## src/rtl/pc_sequencer_pkg.sv

```systemverilog
// Shared types and default widths for the program-counter sequencer and the
// instruction ROM it addresses.
package pc_seq_pkg;

  // PC width: the ROM holds 2**A_DEFAULT words.
  localparam int A_DEFAULT  = 10;
  // Retired-instruction counter width.
  localparam int CW_DEFAULT = 16;

  typedef enum logic [1:0] {
    IDLE = 2'd0,
    RUN  = 2'd1,
    DONE = 2'd2
  } seq_state_t;

endpackage : pc_seq_pkg

```

## src/rtl/pc_sequencer_if.sv

```systemverilog
// Launch/ack handshake, decoded-instruction controls and ROM address bundle.
// The master side is the sequencer; the slave side is the launcher/decoder/ROM.
interface pc_seq_if
  import pc_seq_pkg::*;
#(
  parameter int A  = A_DEFAULT,
  parameter int CW = CW_DEFAULT
) ();

  logic          start;
  logic [A-1:0]  start_addr;
  logic          stall;
  logic          branch_en;
  logic          branch_abs;
  logic [A-1:0]  branch_target;
  logic          halt_req;
  logic [A-1:0]  inst_address;
  logic          running;
  logic          ack;
  logic [CW-1:0] inst_count;

  modport master (
    input  start, start_addr, stall, branch_en, branch_abs, branch_target, halt_req,
    output inst_address, running, ack, inst_count
  );

  modport slave (
    output start, start_addr, stall, branch_en, branch_abs, branch_target, halt_req,
    input  inst_address, running, ack, inst_count
  );

endinterface : pc_seq_if

```

## src/rtl/pc_sequencer.sv

```systemverilog
// Program-counter sequencer: launches on a start rising edge, steps/branches
// the PC each cycle, halts into DONE and counts retired instructions.
module pc_sequencer
  import pc_seq_pkg::*;
#(
  parameter int A  = A_DEFAULT,
  parameter int CW = CW_DEFAULT
) (
  input  logic        clk,
  input  logic        reset,
  pc_seq_if.master    bus
);

  seq_state_t    state;
  logic          start_q;
  logic [A-1:0]  pc_q;
  logic [CW-1:0] count_q;
  logic          launch;

  assign launch = bus.start & ~start_q;

  // NOTE: every register below is assigned with <= so all of them update
  // from the same pre-edge values; reset is synchronous and beats any input.
  always_ff @(posedge clk) begin
    if (reset) begin
      state   <= IDLE;
      start_q <= 1'b0;
      pc_q    <= '0;
      count_q <= '0;
    end else begin
      start_q <= bus.start;
      case (state)
        IDLE, DONE: begin
          if (launch) begin
            pc_q    <= bus.start_addr;
            count_q <= '0;
            state   <= RUN;
          end
        end
        RUN: begin
          if (!bus.stall) begin
            // Saturate rather than wrap so long programs still report a bound.
            if (count_q != {CW{1'b1}}) count_q <= count_q + CW'(1);
            if (bus.halt_req) begin
              state <= DONE;
            end else if (bus.branch_en) begin
              pc_q <= bus.branch_abs ? bus.branch_target : pc_q + bus.branch_target;
            end else begin
              pc_q <= pc_q + A'(1);
            end
          end
        end
        default: state <= IDLE;
      endcase
    end
  end

  assign bus.inst_address = pc_q;
  assign bus.inst_count   = count_q;
  assign bus.running      = (state == RUN);
  assign bus.ack          = (state == DONE);

endmodule : pc_sequencer

```

## src/flat_wrapper.sv

```systemverilog
// flat-port wrapper written by rule: the top's interface ports become plain ports
module pc_sequencer_flat import pc_seq_pkg::*;
#(
  parameter int A  = A_DEFAULT,
  parameter int CW = CW_DEFAULT
)
  (clk, reset, bus_start, bus_start_addr, bus_stall, bus_branch_en, bus_branch_abs, bus_branch_target, bus_halt_req, bus_inst_address, bus_running, bus_ack, bus_inst_count);
  pc_seq_if #(.A(A), .CW(CW)) bus_i ();
  input  logic clk;
  input  logic reset;
  input wire logic [$bits(bus_i.start)-1:0] bus_start;
  input wire logic [$bits(bus_i.start_addr)-1:0] bus_start_addr;
  input wire logic [$bits(bus_i.stall)-1:0] bus_stall;
  input wire logic [$bits(bus_i.branch_en)-1:0] bus_branch_en;
  input wire logic [$bits(bus_i.branch_abs)-1:0] bus_branch_abs;
  input wire logic [$bits(bus_i.branch_target)-1:0] bus_branch_target;
  input wire logic [$bits(bus_i.halt_req)-1:0] bus_halt_req;
  output wire logic [$bits(bus_i.inst_address)-1:0] bus_inst_address;
  output wire logic [$bits(bus_i.running)-1:0] bus_running;
  output wire logic [$bits(bus_i.ack)-1:0] bus_ack;
  output wire logic [$bits(bus_i.inst_count)-1:0] bus_inst_count;
  assign bus_i.start = bus_start;
  assign bus_i.start_addr = bus_start_addr;
  assign bus_i.stall = bus_stall;
  assign bus_i.branch_en = bus_branch_en;
  assign bus_i.branch_abs = bus_branch_abs;
  assign bus_i.branch_target = bus_branch_target;
  assign bus_i.halt_req = bus_halt_req;
  assign bus_inst_address = bus_i.inst_address;
  assign bus_running = bus_i.running;
  assign bus_ack = bus_i.ack;
  assign bus_inst_count = bus_i.inst_count;
  pc_sequencer #(.A(A), .CW(CW)) u_core (.clk(clk), .reset(reset), .bus(bus_i));
endmodule
```

## config.mk

```make
export PLATFORM = sky130hd
export DESIGN_NAME = pc_sequencer_flat
export DESIGN_NICKNAME = d
export VERILOG_FILES = /design/src/rtl/pc_sequencer_pkg.sv /design/src/rtl/pc_sequencer_if.sv /design/src/rtl/pc_sequencer.sv /design/src/flat_wrapper.sv
export SDC_FILE = /design/constraint.sdc
export NUM_CORES = 1
export LEC_CHECK = 0
export ABC_AREA = 1
export CAP_MARGIN = 10
export CORE_ASPECT_RATIO = 0.75
export CORE_MARGIN = 2
export CORE_UTILIZATION = 46
export CTS_CLUSTER_SIZE = 24
export DETAILED_ROUTE_END_ITERATION = 12
export GPL_ROUTABILITY_DRIVEN = 0
export PLACE_DENSITY = 0.78
export SETUP_SLACK_MARGIN = 0.5
export SYNTH_ARGS = -nofsm -noshare
export SYNTH_HDL_FRONTEND = slang
export SYNTH_SLANG_ARGS = --single-unit
```

## constraint.sdc

```tcl
create_clock -name clk -period 1.6 [get_ports clk]
set_input_delay 0.16 -clock clk [delete_from_list [all_inputs] [get_ports clk]]
set_output_delay 0.16 -clock clk [all_outputs]
set_load 0.01 [all_outputs]
```

Word level (Yosys, flattened, before mapping)
Index checks and enable logic that the tools add are counted.
{"block": "op_classes", "n_addsub": 3, "n_eq_ne": 8, "muxes": 14, "bitwise_logic": 2, "n_reduce_logical": 6}
{"op": "10-bit two-way mux", "count": 5}
{"op": "16-bit two-way mux", "count": 3}
{"op": "16-bit case mux with 2 select lines", "count": 1}
{"op": "10-bit case mux with 2 select lines", "count": 1}
{"op": "16-bit by 1-bit adder with 16-bit output (second input constant)", "count": 1}
{"op": "16-bit != test (second input constant)", "count": 1}
{"op": "10-bit by 1-bit adder with 10-bit output (second input constant)", "count": 1}
{"op": "10-bit adder", "count": 1}
{"op": "4-bit AND reduction", "count": 2}
{"op": "2-bit two-way mux", "count": 3}
{"op": "2-bit != test (second input constant)", "count": 3}
{"op": "2-bit by 1-bit != test with 1-bit output (second input constant)", "count": 2}
{"op": "2-bit case mux with 2 select lines", "count": 1}
{"op": "3-bit AND reduction", "count": 1}
{"op": "2-bit by 1-bit == test with 1-bit output (second input constant)", "count": 1}
{"op": "2-bit == test (second input constant)", "count": 1}
{"op": "2-bit zero test", "count": 1}
{"op": "2-bit nonzero test", "count": 1}
{"op": "2-bit OR reduction", "count": 1}
{"op": "1-bit bitwise AND", "count": 1}
{"op": "1-bit inverter", "count": 1}
{"block": "totals", "ff_bits": 29, "in_bits": 27, "elab_cells": 37}

Longest topological paths before layout
{"block": "depth", "ltp_word": 6, "ltp_mapped": 14}

Least setup slack after synthesis
No wires, ideal clock.
{"block": "synth_path", "path_kind": "register to register", "start": "register u_core.pc_q[0] (netlist: u_core.bus.inst_address[0])", "end": "register u_core.pc_q[2] (netlist: u_core.bus.inst_address[2])", "setup_time_ns": 0.070, "t_arrival_ns": 1.681, "required_ns": 1.530, "slack_ns": -0.151, "stages_incl_launch_ff": 9, "n_path_buf": 0, "path_cell_list": "dfxtp_1 > ha_1 > fa_1 > or2_2 > nand3_1 > o211ai_1 > o21ai_0 > nand2_1 > a21oi_1"}
{"block": "synth_between", "elab_chain_len": 6, "elab_cells_between_ends": 7, "cone_classes": "add/sub (2); mux (5)"}
{"item": "from (decl)", "line": "pc_sequencer.sv:16", "source": "logic [A-1:0] pc_q;"}
{"item": "from (signal assigned)", "line": "pc_sequencer.sv:35", "source": "pc_q <= bus.start_addr;"}
{"item": "from (signal assigned)", "line": "pc_sequencer.sv:47", "source": "pc_q <= bus.branch_abs ? bus.branch_target : pc_q + bus.branch_target;"}
{"item": "from (signal assigned)", "line": "pc_sequencer.sv:49", "source": "pc_q <= pc_q + A'(1);"}
{"item": "10-bit adder", "line": "pc_sequencer.sv:47"}
{"item": "10-bit two-way mux", "line": "pc_sequencer.sv:47"}
{"item": "10-bit two-way mux *", "line": "pc_sequencer.sv:46", "source": "end else if (bus.branch_en) begin"}
{"item": "10-bit two-way mux *", "line": "pc_sequencer.sv:44", "source": "if (bus.halt_req) begin"}
{"item": "10-bit two-way mux *", "line": "pc_sequencer.sv:41", "source": "if (!bus.stall) begin"}
{"item": "10-bit case mux with 2 select lines *", "line": "pc_sequencer.sv:32", "source": "case (state)"}
Mark *: on every way between the ends. The rest lies on a longest branch, timed or not. The select of a mux whose other input is x is not followed.
A chain may end at the register's enable or synchronous reset.

Final worst setup path
{"block": "layout_path", "start": "register u_core.pc_q[0] (netlist: u_core.bus.inst_address[0])", "end": "register u_core.pc_q[4] (netlist: u_core.bus.inst_address[4])"}
Same word-level chain as after synthesis.

==> metrics.txt <==
maximum VDD drop 523.5 uV; fin crit share 116.4%; post-route core utilization 84.55%; status finished, violations left; Clock Pin Slew Worst Setup and Hold Paths 0.06 ns; final setup fails 11; first-pass GRT wire length 14.48 mm; Final Cell Area 4143 um2; layout cells sized above 1 43.55%; initial antenna violation count 0; CTS root buf clkbuf_8; row count 22; Cell Area, Synth around 2300 um2; Worst setup SP type register; Seq/Total Area, Yosys 24.77%; Worst Reg-to-Reg Cells 10; Top Ports 55; DRC 0; Max Slew Vio Count 0; post-route setup slack -0.2621 ns; Cells after Synth 390; Die W slightly below 90 um; largest net degree at the start of global routing 18; CTS buffer count 5; total number of vias 3,444; Crit. Startpoint u_core.bus.inst_address[0]; clk_lat worst skew 0.29 ns; number of diodes 0; Net Count, Synth approximately 430; clock skew 0.01264 ns; Synth Register Bits 29; Layout area overhead 76.78%; RSZ-0062 raised after global routing true; maximum capacitance violations 0; Hold WC Path Type in2reg; endpoints failing hold 0; warnings from Yosys 0; worst path cell trace ha_4 -> fa_2 -> nand3_2 -> nand2_2 -> xnor2_1 -> o21ai_1 -> nand2_1 -> nand2_1 -> nand2_1 -> a21oi_1; DP HPWL 5.852 mm; # nets final 557; via/cell ratio 5.948; WP data required 1.79 ns; pre-CTS setup slack -0.4287 ns; total grt overflow 0; setup TNS -0.8148 ns; min Tclk post-route 1.862 ns; kind of critical path reg2reg; Starting DRT DRC Count 427; vias in the first global route 3,003; R2R Path Start u_core.bus.inst_address[0]; leakage power 1.801 nW; CP arrival 2.06 ns; CTS tree done; Cell Area, Placed 3575 um2; crit path max-delay cell type fa_2; worst slew pin tran 0.3361 ns; starting density of the core a little under half; Detailed Routing Iterations Pass 1 5; final wirelength 10.02 mm; DR WL/cell 17.31 um; CP dominant cell by count nand2_1; total clock sinks 29; Die ar. 5688 um2; Worst Setup EP u_core.bus.inst_address[4]; Worst R2R Setup Slack -0.26 ns; remaining antenna violation count 0; total track usage between 30% and 40%; post-synthesis average cell area between 6 and 7 um2; Reg-to-Reg End u_core.bus.inst_address[4]; relative slew slack a little under 80%; # port buffers 54; failing checks setup timing; Worst path max stage delay 0.41 ns; power per cell area 745.2 nW/um2; Core Area 4900 um2; CP Max Fanout 4; crit end category register; Clock Tree Buf Depth 2; Max Clk Rate between 500 and 600 MHz; Synth cell types 33; Die Ht 65.82 um; # fillers between 200 and 250; H-Tree Depth 2
-- flip-flops by register name, indices dropped and copies added, names as in the netlist --
name,flops
u_core.bus.inst_address,10
u_core.state,2
u_core.start_q,1
u_core.bus.inst_count,16
-- critical path: cells and delay by family (launching register included) --
| kind | cells | cell delay [ns] |
|---|---|---|
| AOI/OAI and AO/OA | 2 | 0.36 |
| xor gates and xnor gates | 1 | 0.14 |
| DFF | 1 | 0.35 |
| adders and majority gates | 2 | 0.57 |
| and+or+nand+nor | 5 | 0.34 |
-- through the flow --
stage | total power [mW] | instances | hold slack (ns)
CTS | 2.864 | 574 | 0.4684
detailed placement | 2.076 | 551 | 0.5191
floorplan | 1.577 | 390 | 0.2847
finish | 3.087 | 579 | 0.4709
global route | 3.231 | 579 | 0.4962
global placement | 2.039 | 551 | 0.5043
-- routing by layer --
| layer | up-vias | global-route usage [%] | wire (um) |
|---|---|---|---|
| met2 | 280 | 50.29 | 4375 |
| met5 | - | 0 | 0 |
| met4 | 0 | 8.984 | 323 |
| met1 | 1572 | 45.98 | 4172 |
| met3 | 50 | 5.993 | 1153 |
| li1 | 1542 | - | - |
-- how the worst min path moves through the flow --
stage,startpoint,end,slack [ns],depth (start not counted)
3_5_place_dp,u_core.bus.inst_address[5],u_core.bus.inst_address[5],0.52,2
3_3_place_gp,u_core.bus.inst_address[5],u_core.bus.inst_address[5],0.50,2
4_1_cts,bus_start,u_core.start_q,0.47,3
6_report,bus_start,u_core.start_q,0.47,3
2_1_floorplan,bus_start,u_core.start_q,0.28,2
5_1_grt,bus_start,u_core.start_q,0.50,3
-- power by group --
part	switching [mW]	internal (mW)	total, mW	leakage (nW)
Sequential	0.0929	0.785	0.878	0.252
Clock	0.307	0.341	0.647	0.0486
Combinational	0.840	0.722	1.56	1.50
-- logic make-up (layout without fill, tap and decap cells) --
family | after synthesis | in the layout | share of synthesized area, %
and+or+nand+nor | 228 | 228 | 41.59
AOI/OAI and AO/OA | 63 | 63 | 14.42
buffers and inverters | 47 | 176 | 8.382
DFF | 29 | 29 | 24.77
adders and majority gates | 12 | 12 | 6.727
xor gates and xnor gates | 11 | 11 | 4.111
-- area by class of cell --
| cell class | instances | area, um2 | share of cell area [%] |
|---|---|---|---|
| clock buffer | 6 | 82.58 | 1.993 |
| clock inverter | 2 | 8.758 | 0.2114 |
| inverter | 37 | 158.9 | 3.836 |
| timing repair inverter | 1 | 8.758 | 0.2114 |
| tap | 60 | 75.07 | 1.812 |
| multi-input combinational | 314 | 2052 | 49.53 |
| sequential | 29 | 645.6 | 15.58 |
| timing repair buffer | 130 | 1111 | 26.82 |
-- timing repair --
item / CTS / global route
endpoints found under the setup margin: 56 / 39
resized for setup: 185 / 52
gates cloned: 1 / 0
setup buffers: 14 / 5
hold buffers: 0 / 0
pin swaps: 30 / 25
-- cells in the mapped netlist --
library cell,number,area share [%]
nand2_1,104,17
nor2_1,66,11
a21oi_1,35,7.5
inv_1,33,5.3
nand3_1,32,6.8
dfxtp_1,29,25
o21ai_0,18,3.8
ha_1,11,5.9
nand4_1,8,2.1
nor3_1,6,1.3
xnor2_1,6,2.2
clkbuf_1,5,0.80
xor2_1,5,1.9
nand2_2,4,1.1
a31oi_1,3,0.80
inv_2,3,0.48
o211ai_1,3,0.96
buf_2,2,0.43
buf_6,2,0.96
nand3b_1,2,0.64
and3_1,1,0.27
buf_1,1,0.16
fa_1,1,0.85
inv_4,1,0.27
nand2_4,1,0.48
nand3_2,1,0.43
nor2_2,1,0.27
nor3_4,1,0.69
o21a_1,1,0.32
o21bai_1,1,0.32
o221ai_1,1,0.37
o31ai_1,1,0.32
or2_2,1,0.27
-- layout by cell type (no fill, tap or decap), types with 6 or more instances in the layout --
cell type | Yosys | layout
a21oi_1 | 35 | 22
a21oi_2 | 0 | 12
buf_2 | 2 | 17
buf_4 | 0 | 54
buf_6 | 2 | 25
clkbuf_8 | 0 | 6
clkdlybuf4s50_1 | 0 | 21
dfxtp_2 | 0 | 13
dfxtp_4 | 0 | 13
ha_4 | 0 | 10
inv_1 | 33 | 27
nand2_1 | 104 | 82
nand2_2 | 4 | 15
nand2_4 | 1 | 11
nand3_1 | 32 | 21
nand3_2 | 1 | 8
nand4_1 | 8 | 8
nor2_1 | 66 | 58
nor2_4 | 0 | 6
o21ai_0 | 18 | 14
xnor2_1 | 6 | 6
No activity file was read; power rests on OpenSTA's default activity.
